### config.mk
export PLATFORM = sky130hd
export DESIGN_NAME = pc_sequencer
export DESIGN_NICKNAME = d
export VERILOG_FILES = /design/src/rtl/pc_sequencer.sv
export SDC_FILE = /design/constraint.sdc
export NUM_CORES = 1
export LEC_CHECK = 0
export ABC_AREA = 1
export BUFFER_PORTS_ARGS = -buffer_cell sky130_fd_sc_hd__buf_2
export CORE_MARGIN = 2
export CORE_UTILIZATION = 45
export CTS_CLUSTER_DIAMETER = 120
export CTS_CLUSTER_SIZE = 24
export DETAILED_ROUTE_END_ITERATION = 7
export GPL_TIMING_DRIVEN = 0
export PLACE_DENSITY = 0.77
export SYNTH_ARGS = -nofsm -noshare
export SYNTH_HDL_FRONTEND = slang
export SYNTH_SLANG_ARGS = --single-unit
### constraint.sdc
create_clock -name clk -period 3.35 [get_ports clk]
set_input_delay 0.5025 -clock clk [delete_from_list [all_inputs] [get_ports clk]]
set_output_delay 0.5025 -clock clk [all_outputs]
set_load 0.02 [all_outputs]
### src/rtl/pc_sequencer.sv
// Program-counter sequencer for a core with a small circular return-address stack.
// It holds the PC and produces PC+1 as push data.
// It issues push/pop strobes for call/return.
// It waits one cycle after a pop for the stack's registered output.
// It tracks how many valid entries the stack holds and flags overflow/underflow.
module pc_sequencer #(
    parameter int                ADDR_W    = 14,
    parameter logic [ADDR_W-1:0] RESET_VEC = '0,
    parameter int                DEPTH     = 4
) (
    input  logic              clk,
    input  logic              rst_n,
    input  logic              stall,
    input  logic              jump,
    input  logic              call,
    input  logic              ret,
    input  logic [ADDR_W-1:0] target,
    input  logic [ADDR_W-1:0] stack_output,
    output logic [ADDR_W-1:0] pc,
    output logic [ADDR_W-1:0] incr_output,
    output logic              SP_p,
    output logic              SP_n,
    output logic              Stack_EN,
    output logic              RW,
    output logic              busy,
    output logic              stack_ovf,
    output logic              stack_unf
);

    localparam int DEPTH_W = $clog2(DEPTH + 1);

    typedef enum logic {
        RUN,
        RET_WAIT
    } state_t;

    state_t             state;
    logic [DEPTH_W-1:0] depth;
    logic               accept;
    logic               depth_empty;
    logic               depth_full;

    assign incr_output = pc + ADDR_W'(1);
    assign depth_empty = (depth == '0);
    assign depth_full  = (depth == DEPTH_W'(DEPTH));

    // Stack strobes: only in RUN, never during stall or reset; ret outranks call.
    always_comb begin
        accept = rst_n && !stall && (state == RUN);
        SP_n   = accept && ret && !depth_empty;
        SP_p   = accept && call && !ret;
    end

    assign Stack_EN = SP_p | SP_n;
    assign RW       = SP_p;
    assign busy     = (state == RET_WAIT);

    // PC, state, depth and sticky flags; stall freezes everything.
    always_ff @(posedge clk) begin
        if (!rst_n) begin
            pc        <= RESET_VEC;
            state     <= RUN;
            depth     <= '0;
            stack_ovf <= 1'b0;
            stack_unf <= 1'b0;
        end else if (!stall) begin
            case (state)
                RUN: begin
                    if (ret) begin
                        if (!depth_empty) begin
                            // Pop issued now; the address arrives on stack_output next cycle.
                            depth <= depth - DEPTH_W'(1);
                            state <= RET_WAIT;
                        end else begin
                            stack_unf <= 1'b1;
                            pc        <= incr_output;
                        end
                    end else if (call) begin
                        pc <= target;
                        // At full depth the push wraps over the oldest entry.
                        // The count saturates.
                        if (depth_full) begin
                            stack_ovf <= 1'b1;
                        end else begin
                            depth <= depth + DEPTH_W'(1);
                        end
                    end else if (jump) begin
                        pc <= target;
                    end else begin
                        pc <= incr_output;
                    end
                end
                RET_WAIT: begin
                    pc    <= stack_output;
                    state <= RUN;
                end
                default: begin
                    state <= RUN;
                end
            endcase
        end
    end

endmodule

After elaboration in Yosys (flattened, before gate mapping)

Index checks and enable logic that the tools add are counted.

Add/sub/neg operators: 3
Equality and inequality tests: 4
Mux-type cells: 12
Bitwise gates (word level): 4
Reduce and logical (&&, ||, !) cells: 15

Operators by type and width:

| cell                                                                | number |
|---|---|
| 14-bit two-way mux                                                  | 4 |
| 14-bit case mux with 2 select lines                                 | 1 |
| 14-bit by 1-bit adder with 14-bit output (second input constant)    | 1 |
| 3-bit two-way mux                                                   | 4 |
| 5-bit AND reduction                                                 | 2 |
| 1-bit logical AND                                                   | 6 |
| 2-bit != test (second input constant)                               | 2 |
| 4-bit AND reduction                                                 | 1 |
| 3-bit by 1-bit adder with 3-bit output (second input constant)      | 1 |
| 3-bit equality test (second input constant)                         | 1 |
| 1-bit logical NOT                                                   | 3 |
| 3-bit logical NOT                                                   | 1 |
| 3-bit != test (second input constant)                               | 1 |
| 1-bit NOT                                                           | 3 |
| 3-bit by 1-bit subtractor with 3-bit output (second input constant) | 1 |
| 1-bit two-way mux                                                   | 2 |
| 1-bit case mux with 2 select lines                                  | 1 |
| 2-bit AND reduction                                                 | 1 |
| 2-bit nonzero test                                                  | 1 |
| 1-bit OR                                                            | 1 |

Register bits after elaboration: 20
Input bits: 34
Output and inout port bits: 35
Word-level logic and storage cells: 43

Longest topological paths before layout

Depth after elaboration: 6
Mapped depth: 9
Depth with buffers taken out: 9

Least setup slack after synthesis

OpenSTA, ideal clock, no wires.

Kind: input to output
From: input port stall
To: output port Stack_EN
Arrival: 1,626 ps
Required time: 2,847 ps
Path slack: 1,222 ps
Stages: 4
Buffers on the path: 0
Path through: nor2_1 > nand2_1 > nor3_1 > or2_2

Word-level cells in the longest chain between the ends: 6
Elaborated cells on any way between the ends: 8
Classes of those cells: 1 x bitwise; 7 x reduce/logical

RTL lines:

| what                            | RTL line | RTL |
|---|---|---|
| start: declaration              | 13       | `input logic stall,` |
| 1-bit logical NOT               | --       |  |
| 1-bit logical AND (2 in series) | 49       | `accept = rst_n && !stall && (state == RUN);` |
| 1-bit logical AND (2 in series) | 51       | `SP_p = accept && call && !ret;` |
| named net RW                    | 24       | `output logic RW,` |
| 1-bit OR                        | 54       | `assign Stack_EN = SP_p \| SP_n;` |
| end: declaration                | 23       | `output logic Stack_EN,` |

The timed path passes the listed nets, and every way through them passes these cells.

Final worst setup path

From: register pc[1]
To: output port incr_output[8]

Word-level cells in the longest chain between the ends: 1

RTL lines:

| what                                     | RTL line | RTL |
|---|---|---|
| start: declaration                       | 19       | `output logic [ADDR_W-1:0] pc,` |
| start signal: assignment                 | 76       | `pc <= incr_output;` |
| start signal: assignment                 | 79       | `pc <= target;` |
| start signal: assignment                 | 88       | `pc <= target;` |
| 14-bit by 1-bit adder with 14-bit output | 43       | `assign incr_output = pc + ADDR_W'(1);` |
| end: declaration                         | 20       | `output logic [ADDR_W-1:0] incr_output,` |

No other way between the ends.

==> run metrics <==
antenna cell count=0; Synth cell types=31; Final Setup Violations=0; Post-synth top cells=nand2_1, inv_1, a21oi_1; Total GRT Usage=22.9%; Filler cells=330; Crit path depth=7; worst path buffer plus inverter count=2; Tmin final=2.22 ns; Setup CP Type=reg -> out; drt drc=0; drt wl/cell=12.2 um; PD cells=405 nW/um^2; # IOs=69; count of final hold-check violations=0; vias in the first global route=1428; R2R Setup Slk=1.88 ns; clk buf depth=2; Vias/cell=4.90; CTS HTree Levels=1; Final period util=66.4%; Worst Path Max Fanout=5; Reg area=400 um^2; largest area contributor in the synthesized netlist=dfxtp_1; Overall Power=777 uW; CTS Hold Bufs=0; layout cells sized above 1=31.9%; relative slew slack=62.1%; sum of negative setup slack=0 ns; Synth Net Count=266; FF+latch count, synth=20; clock sink count=20; kind of start point of the critical path=flip-flop; # nets final=338; DRT Pass-1 Iters=4; synthesized area per cell=6.48 um^2; pre-CTS WS=1.34 ns; Initial Util=48.1%; Util after Layout=61.8%; post-route setup slack=1.13 ns; global-route wire length before repair=6.36 mm; ranking of synthesized cells by area=dfxtp_1, nand2_1, a21oi_1, inv_1, o21ai_0; Critical Path End Type=output pin; area of the multi-input gates=887 um^2; CP Data Arrival Time=1.72 ns; max incr delay on CP=0.44 ns; Top delay family on crit path=flip-flops; GPL Wtd Cong=0.895; total grt overflow=0; Leakage=0.00102 uW; worst path required time=2.85 ns; number of port buffers=67; Post-synth EDFFs=0; Max Cap Viol=0; cell area after technology mapping=1490 um^2; Worst-path clk slew=0.13 ns; die area=3790 um^2; Syn Inst Count=230; cts bufs inserted=3; Peak VDD IR=0.221 mV; Clock Tree Root=clkbuf_4; top cell type's share of synthesized area=26.8%; register area share after synthesis=26.8%; Post-CTS Setup Bufs=0; post-cts repair resize count=0; # rows=20; CTS tree=done; Ys Warns=0; predominant post-synthesis flop cell=dfxtp_1; clock skew=0.00286 ns; largest net degree at the start of global routing=12; Initial DRC Count=102; fmax=450 MHz; Worst-Skew Late Latency=0.32 ns; DP Wirelength=3.13 mm; Slowest cell on crit path=dfxtp_1; most used standard cell by instance count after synthesis=nand2_1; worst hold path stage count=2; Worst Reg2Reg Path Length in Cells=8; Layout area overhead=28.6%; Post-synth ARST share=0%; Die Y=61.6 um; measured slew at the worst slew-check pin=0.569 ns; vias=1691; CORE AREA=3100 um^2; antenna viol nets, final=0; RSZ-0062 raised after global routing=false; status=finished, final reports clean; critical-path cell list=ha_1 > nand2_2 > nor2_4 > nand2_1 > xor2_1 > inv_1 > buf_2; Max Slew Vio Count=0; Routed WL=4.21 mm; initial antenna violation count=0; HP Class=in -> reg; Die W=61.6 um
sequential cells by signal, summed over array words and instances, names as in the netlist:
signal	cells
depth	3
busy	1
stack_ovf	1
stack_unf	1
pc	14
routing by layer:
metal	wire length [um]	vias to the layer above	track usage [%]
met5	0	-	0
met4	47	0	8.51
met3	261	5	2.94
met2	1980	50	36.8
met1	1920	745	31.4
li1	-	891	-
power by group:
part / leakage, uW / switching, uW / internal, uW
sequential: 0.000165 / 37.8 / 266
clock: 0.0000210 / 85.9 / 66.6
combinational: 0.000831 / 203 / 118
final cells by class:
| cell class | count | share of cell area, % |
|---|---|---|
| multi-input combinational | 165 | 46.2 |
| sequential | 20 | 20.9 |
| timing repair buffer | 67 | 17.5 |
| inverter | 36 | 7.05 |
| buffer | 9 | 3.59 |
| tap | 44 | 2.87 |
| clock buffer | 4 | 1.89 |
cells by family after synthesis:
group                      share of synthesized area (%)
buffers and inverters                               13.7
adders and majority gates                           2.18
DFF                                                 26.8
AOI/OAI and AO/OA                                   23.9
and+or+nand+nor                                     28.1
xor gates and xnor gates                            5.28
worst reg2reg max path, cell delays in order (launching register included):
cell	delay [ns]
dfxtp_1	0.44
ha_1	0.25
nand2_2	0.08
nor2_4	0.14
nand2_1	0.08
xor2_1	0.20
nand2_1	0.07
nand2_1	0.06
a21oi_1	0.05
worst paths after layout:
check,startpoint,end
hold reg to reg,stack_unf,stack_unf
hold / removal,stall,busy
setup / recovery,pc[1],incr_output[8]
setup reg to reg,pc[1],pc[8]
stage by stage:
stage,cell area (um^2),hold WS (ns),std cells
after detailed placement,1880,0.448,341
final,1920,0.372,345
after floorplan,1490,0.470,230
after global routing,1920,0.372,345
after CTS,1920,0.368,345
after global placement,1880,0.447,341
cells in the final DEF (no fill, tap or decap), types with 4 or more instances in the layout:
| master | count |
|---|---|
| buf_2 | 68 |
| nand2_1 | 46 |
| inv_1 | 33 |
| a21oi_1 | 29 |
| dfxtp_1 | 20 |
| o21ai_0 | 16 |
| nand3_1 | 13 |
| nor2_1 | 11 |
| o21ai_1 | 10 |
| nand2_2 | 5 |
| nand4_1 | 5 |
| xor2_1 | 5 |
| xnor2_1 | 4 |
Note: power is estimated with default switching activity, not from simulation.
